<file path="config.mk">
export PLATFORM = sky130hd
export DESIGN_NAME = max3421e_spi_responder
export DESIGN_NICKNAME = d
export VERILOG_FILES = /design/src/rtl/max3421e_spi_responder.sv
export SDC_FILE = /design/constraint.sdc
export NUM_CORES = 1
export LEC_CHECK = 0
export CAP_MARGIN = 20
export CORE_AREA = 2 2 258 133
export DETAILED_ROUTE_END_ITERATION = 8
export DIE_AREA = 0 0 260 135
export PLACE_DENSITY_LB_ADDON = 0.25
export SLEW_MARGIN = 20
export SYNTH_ARGS = -nofsm -noshare
export SYNTH_HDL_FRONTEND = slang
export SYNTH_SLANG_ARGS = --single-unit
</file>
<file path="constraint.sdc">
create_clock -name clk_in -period 4.49 [get_ports clk_in]
set_input_delay 0.6735 -clock clk_in [delete_from_list [all_inputs] [get_ports clk_in]]
set_output_delay 0.6735 -clock clk_in [all_outputs]
set_load 0.02 [all_outputs]
</file>
<file path="src/rtl/max3421e_spi_responder.sv">
// ----------------------------------------------------------------------------
// max3421e_spi_responder
//
// SPI mode-0 slave that behaves like the MAX3421E register interface. It is
// the device end of the bus driven by usb_controller, used for on-FPGA
// loopback bring-up and as a bench model.
//
//   - 32 x 8 register file, written by the SPI master or the local host port.
//   - During every command byte the HIRQ status register is shifted out.
//   - Command byte: [7:3] register index, [1] DIR (1 = write), [2],[0] unused.
//   - Reads do not auto-increment: a burst keeps returning the same register.
//   - n_int_out = ~|(HIRQ & HIEN), registered.
//
// Parameters:
//   STATUS_REG   register shifted out during each command byte (HIRQ)
//   IRQ_EN_REG   register ANDed with STATUS_REG for the interrupt (HIEN)
//   SYNC_STAGES  synchronizer depth on sclk_in / mosi_in / n_ss_in (>= 2)
//
// Ports:
//   clk_in        system clock, >= 4x SCLK
//   n_rst_in      asynchronous active-low reset
//   sclk_in       SPI clock (CPOL=0, CPHA=0)
//   mosi_in       SPI data in, MSB first
//   n_ss_in       active-low slave select
//   miso_out      SPI data out, MSB first
//   n_int_out     active-low interrupt
//   host_wr_in    local register write strobe
//   host_addr_in  local write address
//   host_data_in  local write data
//   wr_valid_out  1-cycle pulse after an SPI write commits
//   wr_addr_out   register index of the committed SPI write
//   wr_data_out   data byte of the committed SPI write (raw, as received)
//
// Build option:
//   MAX3421E_W1C_IRQ_EN  when defined, SPI writes to STATUS_REG clear the bits
//                        written as 1 instead of overwriting the register.
// ----------------------------------------------------------------------------
//
// state   | meaning
// --------+--------------------------------------------------------------
// ST_IDLE | slave not selected, SCLK ignored
// ST_CMD  | shifting in the command byte, HIRQ shifted out
// ST_DATA | data bytes: write commits or read returns regs[addr] per byte
//
module max3421e_spi_responder #(
  parameter logic [4:0] STATUS_REG  = 5'd25,
  parameter logic [4:0] IRQ_EN_REG  = 5'd26,
  parameter int         SYNC_STAGES = 2
) (
  input  logic       clk_in,
  input  logic       n_rst_in,
  input  logic       sclk_in,
  input  logic       mosi_in,
  input  logic       n_ss_in,
  output logic       miso_out,
  output logic       n_int_out,
  input  logic       host_wr_in,
  input  logic [4:0] host_addr_in,
  input  logic [7:0] host_data_in,
  output logic       wr_valid_out,
  output logic [4:0] wr_addr_out,
  output logic [7:0] wr_data_out
);

  typedef enum logic [1:0] {
    ST_IDLE = 2'd0,
    ST_CMD  = 2'd1,
    ST_DATA = 2'd2
  } state_t;

  state_t r_state;
  state_t w_state_nxt;

  logic [SYNC_STAGES-1:0] r_sclk_sync;
  logic [SYNC_STAGES-1:0] r_mosi_sync;
  logic [SYNC_STAGES-1:0] r_ss_sync;
  logic                   r_sclk_d;
  logic                   r_ss_d;

  logic       w_sclk;
  logic       w_mosi;
  logic       w_ss;
  logic       w_sclk_rise;
  logic       w_sclk_fall;
  logic       w_ss_rise;
  logic       w_ss_fall;

  logic [7:0] r_regs [32];
  logic [7:0] r_shift_tx;
  logic [7:0] r_shift_rx;
  logic [2:0] r_bit_cnt;
  logic [4:0] r_addr;
  logic       r_dir;
  logic       r_miso;
  logic       r_n_int;
  logic       r_wr_valid;
  logic [4:0] r_wr_addr;
  logic [7:0] r_wr_data;

  logic [7:0] w_rx_byte;
  logic       w_byte_done;
  logic       w_spi_commit;

  // --------------------------------------------------------------------------
  // Input synchronizers and edge detection
  // --------------------------------------------------------------------------
  // Slave select resets high so that reset release does not look like a
  // select edge when the master is idle.
  always_ff @(posedge clk_in or negedge n_rst_in) begin
    if (!n_rst_in) begin
      r_sclk_sync <= '0;
      r_mosi_sync <= '0;
      r_ss_sync   <= '1;
      r_sclk_d    <= 1'b0;
      r_ss_d      <= 1'b1;
    end else begin
      r_sclk_sync <= {r_sclk_sync[SYNC_STAGES-2:0], sclk_in};
      r_mosi_sync <= {r_mosi_sync[SYNC_STAGES-2:0], mosi_in};
      r_ss_sync   <= {r_ss_sync[SYNC_STAGES-2:0], n_ss_in};
      r_sclk_d    <= w_sclk;
      r_ss_d      <= w_ss;
    end
  end

  assign w_sclk      = r_sclk_sync[SYNC_STAGES-1];
  assign w_mosi      = r_mosi_sync[SYNC_STAGES-1];
  assign w_ss        = r_ss_sync[SYNC_STAGES-1];
  assign w_sclk_rise = w_sclk & ~r_sclk_d;
  assign w_sclk_fall = ~w_sclk & r_sclk_d;
  assign w_ss_rise   = w_ss & ~r_ss_d;
  assign w_ss_fall   = ~w_ss & r_ss_d;

  // mosi travels through the same number of stages as sclk, so the value
  // seen alongside the detected rise is the one the master set up.
  assign w_rx_byte   = {r_shift_rx[6:0], w_mosi};
  assign w_byte_done = w_sclk_rise && (r_bit_cnt == 3'd7);

  // Deselect wins over a coincident final edge: an aborted transfer never
  // commits anything.
  assign w_spi_commit = (r_state == ST_DATA) && w_byte_done && r_dir && !w_ss_rise;

  // --------------------------------------------------------------------------
  // FSM
  // --------------------------------------------------------------------------
  always_ff @(posedge clk_in or negedge n_rst_in) begin
    if (!n_rst_in) begin
      r_state <= ST_IDLE;
    end else begin
      r_state <= w_state_nxt;
    end
  end

  always_comb begin
    w_state_nxt = r_state;
    case (r_state)
      ST_IDLE: begin
        if (w_ss_fall) begin
          w_state_nxt = ST_CMD;
        end
      end
      ST_CMD: begin
        if (w_ss_rise) begin
          w_state_nxt = ST_IDLE;
        end else if (w_byte_done) begin
          w_state_nxt = ST_DATA;
        end
      end
      ST_DATA: begin
        if (w_ss_rise) begin
          w_state_nxt = ST_IDLE;
        end
      end
      default: begin
        w_state_nxt = ST_IDLE;
      end
    endcase
  end

  // --------------------------------------------------------------------------
  // Shift datapath
  // --------------------------------------------------------------------------
  // A fall with r_bit_cnt == 0 directly follows a byte boundary (or is the
  // first fall after a fresh load). The freshly loaded byte's MSB is then
  // presented as-is; every other fall advances the shift register by one.
  always_ff @(posedge clk_in or negedge n_rst_in) begin
    if (!n_rst_in) begin
      r_shift_tx <= 8'h00;
      r_shift_rx <= 8'h00;
      r_bit_cnt  <= 3'd0;
      r_addr     <= 5'd0;
      r_dir      <= 1'b0;
      r_miso     <= 1'b0;
    end else if (w_ss_rise) begin
      r_bit_cnt  <= 3'd0;
      r_shift_rx <= 8'h00;
      r_miso     <= 1'b0;
    end else begin
      case (r_state)
        ST_IDLE: begin
          if (w_ss_fall) begin
            r_shift_tx <= r_regs[STATUS_REG];
            r_miso     <= r_regs[STATUS_REG][7];
            r_bit_cnt  <= 3'd0;
          end
        end
        ST_CMD, ST_DATA: begin
          if (w_sclk_rise) begin
            r_shift_rx <= w_rx_byte;
            r_bit_cnt  <= r_bit_cnt + 3'd1;
            if (r_bit_cnt == 3'd7) begin
              if (r_state == ST_CMD) begin
                r_addr     <= w_rx_byte[7:3];
                r_dir      <= w_rx_byte[1];
                r_shift_tx <= w_rx_byte[1] ? 8'h00 : r_regs[w_rx_byte[7:3]];
              end else if (!r_dir) begin
                r_shift_tx <= r_regs[r_addr];
              end
            end
          end else if (w_sclk_fall) begin
            if (r_bit_cnt == 3'd0) begin
              r_miso <= r_shift_tx[7];
            end else begin
              r_shift_tx <= {r_shift_tx[6:0], 1'b0};
              r_miso     <= r_shift_tx[6];
            end
          end
        end
        default: begin
          r_bit_cnt <= 3'd0;
        end
      endcase
    end
  end

  // --------------------------------------------------------------------------
  // Register file: an SPI commit has priority over a host write to the same
  // address; host writes elsewhere proceed in the same cycle.
  // --------------------------------------------------------------------------
  always_ff @(posedge clk_in or negedge n_rst_in) begin
    if (!n_rst_in) begin
      for (int i = 0; i < 32; i++) begin
        r_regs[i] <= 8'h00;
      end
    end else begin
      for (int i = 0; i < 32; i++) begin
        if (w_spi_commit && (r_addr == i[4:0])) begin
`ifdef MAX3421E_W1C_IRQ_EN
          if (i[4:0] == STATUS_REG) begin
            // Clear-on-write-1; a colliding host write supplies the base value.
            if (host_wr_in && (host_addr_in == STATUS_REG)) begin
              r_regs[i] <= host_data_in & ~w_rx_byte;
            end else begin
              r_regs[i] <= r_regs[i] & ~w_rx_byte;
            end
          end else begin
            r_regs[i] <= w_rx_byte;
          end
`else
          r_regs[i] <= w_rx_byte;
`endif
        end else if (host_wr_in && (host_addr_in == i[4:0])) begin
          r_regs[i] <= host_data_in;
        end
      end
    end
  end

  // --------------------------------------------------------------------------
  // Commit report and interrupt
  // --------------------------------------------------------------------------
  always_ff @(posedge clk_in or negedge n_rst_in) begin
    if (!n_rst_in) begin
      r_wr_valid <= 1'b0;
      r_wr_addr  <= 5'd0;
      r_wr_data  <= 8'h00;
      r_n_int    <= 1'b1;
    end else begin
      r_wr_valid <= w_spi_commit;
      if (w_spi_commit) begin
        r_wr_addr <= r_addr;
        r_wr_data <= w_rx_byte;
      end
      r_n_int <= ~|(r_regs[STATUS_REG] & r_regs[IRQ_EN_REG]);
    end
  end

  assign miso_out     = r_miso;
  assign n_int_out    = r_n_int;
  assign wr_valid_out = r_wr_valid;
  assign wr_addr_out  = r_wr_addr;
  assign wr_data_out  = r_wr_data;

endmodule

</file>
Word level (Yosys, flattened, before mapping)
Cells that the tools add are included.
- register bits: 306
- input bits: 19
- output and inout port bits: 16
- logic and storage cells: 354
- add/sub/neg operators: 1
- order comparisons: 2
- equal/unequal tests: 76
- multiplexer cells: 97
- bitwise logic cells: 12
- reductions and logical operators: 118
- operator list (cell ; number):
    $mux W8 ; 76
    $eq A5 B5 Y1 const B ; 32
    $bmux W8 S5 ; 2
    $eq A5 B4 Y1 const B ; 16
    $reduce_bool A2 Y1 ; 35
    $logic_and A1 B1 Y1 ; 68
    $eq A5 B3 Y1 const B ; 8
    $ne A3 B3 Y1 const B ; 8
    $mux W7 ; 3
    $eq A5 B2 Y1 const B ; 4
    $pmux W8 S2 ; 1
    $ge A6 B6 Y1 const B ; 2
    $not A5 Y6 ; 2
    $eq A5 B1 Y1 const B ; 2
    $logic_not A5 Y1 ; 2
    $mux W3 ; 3
    $and A8 B8 Y8 ; 1
    $mux W2 ; 4
    $reduce_or A8 Y1 ; 1
    $reduce_and A7 Y1 ; 1
    $pmux W2 S3 ; 1
    $pmux W3 S2 ; 1
    $mux W1 ; 5
    $not A1 Y1 ; 5
    17 further kinds ; 23

Logic depth before layout (Yosys ltp)
Gate-level depths: netlist of the first run.
- word-level depth: 9
- mapped depth: 11
- gate-level depth less buffers: 9

Worst setup path before layout of the first run
Ideal clock, no wire load.
- path type: register to register
- start point: register r_ss_d
- end point: register r_shift_tx[4]
- setup time: 0.087 ns
- arrival: 2.268 ns
- required time: 4.403 ns
- setup slack: 2.136 ns
- cell stages (with the launch flop): 9
- buffers on the path: 1
- period minus slack after synthesis: 2.354 ns
- path through: dfstp_2 > inv_1 > ha_1 > or4_4 > or3_1 > buf_2 > nor4_1 > o211ai_1 > o211ai_1
- word-level cells in the longest chain between the ends: 4
- elaborated cells between the ends (all ways): 6
- classes of those cells: eq/ne: 1; bitwise: 4; reduce/logical: 1
- ends and longest elaborated chain (what ; RTL line ; text):
    from (decl) ; 78 ; logic r_ss_d;
    from (signal assigned) ; 121 ; r_ss_d <= w_ss;
    branches (longest 3 deep; another with $ne A2 B2 Y1) ; -- ;
    $reduce_and A7 Y1 (no source line) * ; -- ;
    to (signal assigned) ; 201 ; r_shift_tx <= r_regs[STATUS_REG];
    to (signal assigned) ; 214 ; r_shift_tx <= w_rx_byte[1] ? 8'h00 : r_regs[w_rx_byte[7:3]];
    to (signal assigned) ; 216 ; r_shift_tx <= r_regs[r_addr];
    to (decl) ; 89 ; logic [7:0] r_shift_tx;
Mark *: on every way between the ends.
A chain may end at the register's enable or synchronous reset.

Final worst setup path of the first run
- start point: register r_addr[0]
- end point: register r_regs[182] (netlist name)
- word-level cells in the longest chain between the ends: 3
- elaborated cells between the ends (all ways): 4
- classes of those cells: eq/ne: 1; mux: 1; reduce/logical: 2
- ends and longest elaborated chain (what ; RTL line ; text):
    from (decl) ; 92 ; logic [4:0] r_addr;
    from (signal assigned) ; 212 ; r_addr <= w_rx_byte[7:3];
    $eq A5 B4 Y1 * ; 246 ; if (w_spi_commit && (r_addr == i[4:0])) begin
    $logic_and A1 B1 Y1 * ; 246 ;
    $mux W8 or $reduce_bool A2 Y1 (tied branches) ; -- ;
    to (signal, indexed assignment) ; 259 ; r_regs[i] <= w_rx_byte;
    to (signal, indexed assignment) ; 262 ; r_regs[i] <= host_data_in;
    to (decl) ; 88 ; logic [7:0] r_regs [32];
Mark *: on every way between the ends. The rest lies on a longest branch, timed or not.

==> summary.log, run 1 <==
qor: outcome.run_status complete, no violations
qor: critical_path.critPathTopFamily simple AND/OR/NAND/NOR gates
qor: die.design.die.area 35100 um^2
qor: cells_and_area.finalNetCount 1814
qor: critical_path.regToRegEndpoint r_regs[182]$_DFFE_PN0P_
qor: placed_design.place_worst_setup_slack 1330 ps
qor: die.rows 47
qor: critical_path.arrival 3780 ps
qor: critical_path.regToRegStartpoint r_addr[0]$_DFFE_PN0P_
qor: synthesis.yosys_reg_bits 306
qor: cells_and_area.post_route_cells_drive_above_1_share 14.7%
qor: clocking.tritoncts built
qor: drt.routedWlPerCell 28.0 um
qor: sta.final.period_utilization 74.3%
qor: cells_and_area.register_area 7680 um^2
qor: critical_path.critical_path.max_fanout 39
qor: drt.drc 0
qor: drt.drt_first_pass_iters 6
qor: sta.fin_tns_setup 0 ps
qor: clocking.clk_path_buf_depth 3
qor: synthesis.synth_flop_cell sky130_fd_sc_hd__dfrtp_1
qor: placed_design.gp_congestion 0.986
qor: sta.timing.slew.headroom 19.7%
qor: sta.final_hold_vios 0
qor: clocking.cts_num_sinks 306
qor: critical_path.critPathBufInv 1
qor: pwr.power_density 406 nW/um^2
qor: pwr.overall_power_after_layout 8.29 mW
qor: critical_path.worstRegToRegCells 5
qor: critical_path.reg2reg_setup_slack 1150 ps
qor: placed_design.port-buffer-count 34
qor: die.initial_utilization 57.6%
qor: synthesis.edff_count_synth 0
qor: grt.grt_use_met3 16.9%
qor: cells_and_area.final_cell_area 20400 um^2
qor: synthesis.synth.net_count 1853
qor: grt.grt.met2_usage 48.5%
qor: critical_path.crit_path_end_kind flip-flop
qor: clocking.cts_hold_buffers 0
qor: cells_and_area.layout-area-overhead-vs-synth 8.50%
qor: synthesis.synth_warnings 0
qor: clocking.cts.clk_slew.worst_paths 70 ps
qor: die.top_level_ports 35
qor: synthesis.ys_types 66
qor: placed_design.dpl_cell_area 19400 um^2
qor: sta.timing_worst_slew_pin_value 1200 ps
qor: drt.first_iter_violations 2277
qor: grt.grt_first_pass_wirelength 94400 um
qor: critical_path.start_kind flip-flop
qor: die.placeableCoreArea 32600 um^2
qor: grt.grt_start_max_net_pins 104
qor: die.die_height 135 um
qor: critical_path.required 4930 ps
qor: synthesis.synth_seq_area_share 40.7%
qor: clocking.cts-buffers-inserted 30
qor: critical_path.cp_slowest_cell sky130_fd_sc_hd__dfrtp_4
qor: placed_design.place_hpwl 42700 um
qor: drt.routed_via_density 6.81
qor: die.die_width 260 um
qor: synthesis.postSynth.asyncResetShare 100%
qor: drt.routed-via-count 15300
qor: min_path.min_path_type input port to asynchronous set/reset pin
qor: run.drv_cap 0
qor: synthesis.syn_inst 1823
qor: clocking.cts-root-buf sky130_fd_sc_hd__clkbuf_16
qor: drt.wl 63000 um
qor: cells_and_area.layout.cells.non_filler 2247
qor: cells_and_area.multi_input_comb_area 10300 um^2
qor: sta.skew 13.1 ps
qor: sta.period_needed 3340 ps
qor: clocking.cts_resized 0
qor: grt.first_global_vias 14600
qor: grt.globalRouteMet1Util 53.9%
qor: clocking.insertion_delay 590 ps
qor: sta.clock.fmax 0.300 GHz
qor: drt.drtAntennaViolNets 0
qor: clocking.buffers_inserted_by_post_cts_timing_repair 0
qor: sta.finalSetupViolations 0
qor: critical_path.worst-setup-path-type flip-flop to flip-flop
qor: synthesis.mean_area_per_synthesized_cell 10.3 um^2
qor: cells_and_area.n_fill_cell 2631
qor: placed_design.dp_cells 2192
qor: clocking.htree_levels 1
qor: pwr.power.static_leakage 8.48 nW
qor: critical_path.critical-path-max-stage-delay 970 ps
qor: sta.rsz0062_at_grt false
qor: grt.grt_overflow_total 0
qor: grt.globalRoute.busiestLayer met1
qor: critical_path.crit_path_cell_trace buf_4 > nor2b_1 > nand2_1 > nor2_1 > a21oi_1
qor: grt.grt_util_all_layers 36.5%
qor: sta.timing.final.ws_setup 1150 ps
qor: pwr.vdd_drop_max 313 uV
qor: sta.timing_max_transition_violations_final 0
qor: grt.number_of_antenna_violations_at_the_first_check_in_global_routing 2
qor: synthesis.synth.cell_area 18800 um^2
==> per-layer routing <==
metal	share of wire, %	vias up	wire length (um)
met5	0.014	-	9
li1	-	6526	-
met1	42	7546	26300
met3	16	132	10300
met2	40	1092	25000
met4	2.1	2	1340
==> flip-flops by register name, summed over array words and instances, names as in the netlist <==
| register | flops |
|---|---|
| r_regs | 256 |
| r_shift_tx | 8 |
| wr_data_out | 8 |
| r_shift_rx | 7 |
| r_addr | 5 |
| wr_addr_out | 5 |
| r_bit_cnt | 3 |
| r_mosi_sync | 2 |
| r_sclk_sync | 2 |
| r_ss_sync | 2 |
| r_state | 2 |
| miso_out | 1 |
| n_int_out | 1 |
| r_dir | 1 |
| r_sclk_d | 1 |
| r_ss_d | 1 |
| wr_valid_out | 1 |
==> how the worst max path moves through the flow <==
stage,end,start,cells past startpoint,slack (ps)
after floorplan,r_shift_tx[4]$_DFFE_PN0P_,r_ss_d$_DFF_PN1_,8,2140
after global placement,r_regs[10]$_DFFE_PN0P_,host_addr_in[1],5,1350
after detailed placement,r_regs[15]$_DFFE_PN0P_,host_addr_in[0],5,1330
after CTS,r_regs[178]$_DFFE_PN0P_,r_addr[0]$_DFFE_PN0P_,5,1390
after global routing,r_regs[182]$_DFFE_PN0P_,r_addr[0]$_DFFE_PN0P_,5,1010
final,r_regs[182]$_DFFE_PN0P_,r_addr[0]$_DFFE_PN0P_,5,1150
==> cell type report <==
cell class	count	share of cell area, %
inverters	14	0.258
multi-input cells	1347	50.7
clock buffers	43	4.37
clock inverters	10	0.656
well taps	441	2.70
diodes	1	0.0123
repair buffers	85	3.67
flip-flops and latches	306	37.7
==> placed cells by master, fill, tap and decap left out, types with 5 or more instances in the layout <==
cell type,instances
sky130_fd_sc_hd__dfrtp_1,294
sky130_fd_sc_hd__a221oi_1,6
sky130_fd_sc_hd__nor3_2,5
sky130_fd_sc_hd__nor2b_1,16
sky130_fd_sc_hd__nand3_1,13
sky130_fd_sc_hd__clkbuf_16,31
sky130_fd_sc_hd__mux2i_1,292
sky130_fd_sc_hd__nand2b_1,9
sky130_fd_sc_hd__clkbuf_8,7
sky130_fd_sc_hd__clkbuf_1,5
sky130_fd_sc_hd__ha_1,11
sky130_fd_sc_hd__a31oi_1,5
sky130_fd_sc_hd__o22ai_1,12
sky130_fd_sc_hd__nor3_1,6
sky130_fd_sc_hd__nor4_1,5
sky130_fd_sc_hd__buf_4,49
sky130_fd_sc_hd__mux2_2,15
sky130_fd_sc_hd__nor3b_1,9
sky130_fd_sc_hd__a22oi_1,6
sky130_fd_sc_hd__nor2_1,234
sky130_fd_sc_hd__clkdlybuf4s50_1,32
sky130_fd_sc_hd__inv_1,12
sky130_fd_sc_hd__or3_1,9
sky130_fd_sc_hd__a211oi_1,9
sky130_fd_sc_hd__nand2_1,203
sky130_fd_sc_hd__a21oi_1,212
sky130_fd_sc_hd__nand4_1,6
sky130_fd_sc_hd__o31ai_1,5
sky130_fd_sc_hd__mux4_2,116
sky130_fd_sc_hd__o21ai_0,82
==> power by group <==
| group | leakage, nW | switching [mW] | total, mW | internal [mW] |
|---|---|---|---|---|
| logic | 4.69 | 0.972 | 1.82 | 0.849 |
| registers | 3.29 | 0.490 | 3.76 | 3.27 |
| clock network | 0.501 | 1.16 | 2.71 | 1.54 |
| total | 8.48 | 2.63 | 8.29 | 5.66 |
==> cell families (layout without fill, tap and decap cells) <==
logic type      after synthesis  in the layout  synth area share, %
buf+inv                     170            152                 4.26
other cells                   0              1                    0
simple gates                540            540                 12.8
flops                       306            306                 40.7
mux                         423            423                 30.3
fa+ha+maj                    11             11                0.732
compound gates              373            373                 11.1
==> through the flow <==
stage | hold WS, ps | util (%)
6_report | 130 | 62.5
5_1_grt | 205 | 62.5
4_1_cts | 188 | 62.5
3_5_place_dp | 337 | 59.3
3_3_place_gp | 332 | 59.3
2_1_floorplan | 331 | -
==> synth_stat cells, types with 12 or more instances <==
| cell type | instances | area share [%] |
|---|---|---|
| sky130_fd_sc_hd__clkbuf_1 | 76 | 1.5 |
| sky130_fd_sc_hd__nand2_1 | 203 | 4.1 |
| sky130_fd_sc_hd__inv_1 | 12 | 0.24 |
| sky130_fd_sc_hd__nor2_1 | 234 | 4.7 |
| sky130_fd_sc_hd__dfrtp_1 | 302 | 40 |
| sky130_fd_sc_hd__o22ai_1 | 12 | 0.40 |
| sky130_fd_sc_hd__o21ai_0 | 82 | 2.2 |
| sky130_fd_sc_hd__mux4_2 | 116 | 14 |
| sky130_fd_sc_hd__buf_4 | 14 | 0.56 |
| sky130_fd_sc_hd__nor2b_1 | 16 | 0.53 |
| sky130_fd_sc_hd__mux2i_1 | 292 | 16 |
| sky130_fd_sc_hd__a21oi_1 | 212 | 5.6 |
| sky130_fd_sc_hd__buf_1 | 13 | 0.26 |
| sky130_fd_sc_hd__buf_2 | 46 | 1.2 |
| sky130_fd_sc_hd__nand3_1 | 13 | 0.35 |
| sky130_fd_sc_hd__mux2_2 | 15 | 0.90 |
Power figures use the tool's default switching activity.
==> run 2: changes to the inputs <==
- CORE_AREA: 2 2 258 133 -> 2 2 260 134
- DIE_AREA: 0 0 260 135 -> 0 0 262 136
- clock period: 4.49 -> 2.7 ns (I/O delays scaled with it)
==> run 2 against run 1 <==
Compared with the run above: routed wire length grew 1.8%; sequential share of layout area decreased by 1.9 points; global-route usage is 0.44 points higher; clock power is 77% higher; worst setup slack got worse by 1100 ps; fmax up 26%; non-clock buffer count is 110 higher; critical endpoint is now r_shift_tx[7]$_DFFE_PN0P_; largest power group unchanged.
==> summary.log, run 2 (synthesized netlist as in run 1, its figures left out) <==
qor: placed_design.gp_congestion 1.03
qor: drt.routed-via-count 15700
qor: pwr.overall_power_after_layout 14.2 mW
qor: placed_design.port-buffer-count 34
qor: critical_path.worst-setup-path-type flip-flop to flip-flop
qor: sta.rsz0062_at_grt false
qor: pwr.power_density 661 nW/um^2
qor: clocking.cts-buffers-inserted 30
qor: drt.routedWlPerCell 27.1 um
qor: sta.timing.slew.headroom 36.8%
qor: cells_and_area.n_fill_cell 2691
qor: critical_path.worstSetupEndpoint r_shift_tx[7]$_DFFE_PN0P_
qor: cells_and_area.register_name_with_the_most_flops r_regs
qor: critical_path.reg2reg_setup_slack 50 ps
qor: cells_and_area.commonest_cells_after_routing_fill_and_taps_aside 294 x sky130_fd_sc_hd__dfrtp_1, 291 x sky130_fd_sc_hd__mux2i_1, 234 x sky130_fd_sc_hd__nor2_1, 212 x sky130_fd_sc_hd__a21oi_1, 203 x sky130_fd_sc_hd__nand2_1
qor: clocking.htree_levels 1
qor: pwr.power.static_leakage 9.09 nW
qor: critical_path.crit_path_end_kind flip-flop
qor: drt.drt_first_pass_iters 7
qor: cells_and_area.layout.cells.non_filler 2369
qor: cells_and_area.finalNetCount 1924
qor: sta.finalSetupViolations 0
qor: cells_and_area.mostFrequentLayoutCell sky130_fd_sc_hd__dfrtp_1
qor: sta.period_needed 2650 ps
qor: die.rows 48
qor: sta.final.period_utilization 98.1%
qor: critical_path.worstRegToRegCells 8
qor: critical_path.regToRegStartpoint r_addr[0]$_DFFE_PN0P_
qor: outcome.run_status complete, no violations
qor: drt.drc 0
qor: critical_path.required 3210 ps
qor: run.drv_cap 0
qor: critical_path.crit_path_cell_trace buf_12 > buf_12 > nand3b_1 > o22ai_1 > a211oi_1 > o21ai_0 > nand3_1 > nand3_1
qor: grt.first_global_vias 15200
qor: sta.clock.fmax 0.377 GHz
qor: sta.timing_worst_slew_pin_value 946 ps
qor: die.design.die.area 35600 um^2
qor: cells_and_area.largest_register_ffs 256
qor: grt.grt_overflow_total 0
qor: die.top_level_ports 35
qor: clocking.cts_num_sinks 306
qor: clocking.cts.clk_slew.worst_paths 70 ps
qor: die.placeableCoreArea 33600 um^2
qor: placed_design.dp_cells 2311
qor: cells_and_area.layout-area-overhead-vs-synth 14.2%
qor: critical_path.arrival 3160 ps
qor: die.die_width 262 um
qor: clocking.clk_path_buf_depth 3
qor: min_path.min_path_type input port to flip-flop
qor: critical_path.setup.worst_path.start r_addr[0]$_DFFE_PN0P_
qor: grt.number_of_antenna_violations_at_the_first_check_in_global_routing 2
qor: sta.timing_max_transition_violations_final 0
qor: die.initial_utilization 55.9%
qor: critical_path.critical_path.max_fanout 24
qor: clocking.insertion_delay 610 ps
qor: drt.wl 64100 um
qor: critical_path.cp_slowest_cell sky130_fd_sc_hd__dfrtp_4
qor: clocking.tritoncts built
qor: die.die_height 136 um
qor: grt.grt_start_max_net_pins 67
qor: clocking.cts-root-buf sky130_fd_sc_hd__clkbuf_16
qor: cells_and_area.post_route_cells_drive_above_1_share 19.9%
qor: drt.routed_via_density 6.61
qor: grt.grt_first_pass_wirelength 96800 um
qor: pwr.vdd_drop_max 581 uV
qor: placed_design.place_hpwl 45300 um
qor: grt.grt_util_all_layers 36.9%
qor: sta.final_hold_vios 0
qor: drt.first_iter_violations 1960
qor: critical_path.start_kind flip-flop
qor: drt.drtAntennaViolNets 0
qor: critical_path.critical-path-max-stage-delay 550 ps
qor: critical_path.regToRegEndpoint r_shift_tx[7]$_DFFE_PN0P_
qor: sta.worst_hold_slack 252 ps
qor: sta.skew 37.9 ps
-- run 2: cell count changes in the layout (fill, tap and decap cells not counted), sizes merged --
cell,delta
buf,+108
bufinv,+4
clkbuf,-5
clkdlybuf4s50,+1
clkinv,+2
clkinvlp,+1
dlygate4sd3,+1
inv,+1
-- run 2: what timing repair did --
action                                  CTS  global route
hold buffers                              1             0
endpoints found under the setup margin    0             5
gates resized for setup                   0             5
setup buffers                             0             0
endpoints found under the hold margin    56             0
-- run 2: how the worst min path moves through the flow --
stage | startpoint | end | slack, ps | depth (start not counted)
final | n_ss_in | r_ss_sync[0]$_DFF_PN1_ | 250 | 1
after global placement | r_mosi_sync[0]$_DFF_PN0_ | r_mosi_sync[1]$_DFF_PN0_ | 340 | 0
after global routing | n_ss_in | r_ss_sync[0]$_DFF_PN1_ | 250 | 1
after floorplan | n_rst_in | miso_out$_DFFE_PN0P_ | 110 | 0
after CTS | n_ss_in | r_ss_sync[0]$_DFF_PN1_ | 240 | 1
after detailed placement | r_mosi_sync[0]$_DFF_PN0_ | r_mosi_sync[1]$_DFF_PN0_ | 340 | 0
-- run 2: critical path, delay by kind of cell, from the launching register on --
family	cells	cell delay [ps]
AO/OA/AOI/OAI	3	930
flip-flops	1	550
buffers and inverters	2	380
AND/OR/NAND/NOR	3	690
-- run 2: metrics by stage --
| step | cell area (um^2) | setup slack (ps) | util [%] | TNS [ps] |
|---|---|---|---|---|
| final | 21500 | 50.6 | 63.8 | 0 |
| after global routing | 21500 | 1.48 | 63.8 | 0 |
| after CTS | 21400 | 8.95 | 63.8 | 0 |
| after detailed placement | 20300 | -151 | 60.4 | -2530 |
| after global placement | 20300 | -49.1 | 60.4 | -890 |
| after floorplan | 18800 | 346 | - | 0 |
-- run 2: cell type report --
type	instances	area, um^2	share of cell area [%]
timing repair buffer	195	1690	7.89
inverter	14	52.6	0.245
clock buffer	38	811	3.78
antenna	1	2.50	0.0117
tap	450	563	2.62
sequential	306	7680	35.8
multi-input combinational	1347	10400	48.3
clock inverter	18	299	1.39
-- run 2: power by group --
group | internal [mW] | leakage, nW | switching (mW) | total, mW
clock network | 2.81 | 0.534 | 1.98 | 4.79
logic | 1.50 | 5.27 | 1.67 | 3.17
registers | 5.43 | 3.29 | 0.787 | 6.22
total | 9.75 | 9.09 | 4.44 | 14.2
-- run 2: layer usage --
metal | wire, um | vias up | GRT usage [%]
met4 | 1600 | 4 | 9.20
li1 | - | 6758 | -
met2 | 25400 | 976 | 49.5
met1 | 27800 | 7778 | 54.4
met3 | 9150 | 135 | 15.7
met5 | 133 | - | 2.50
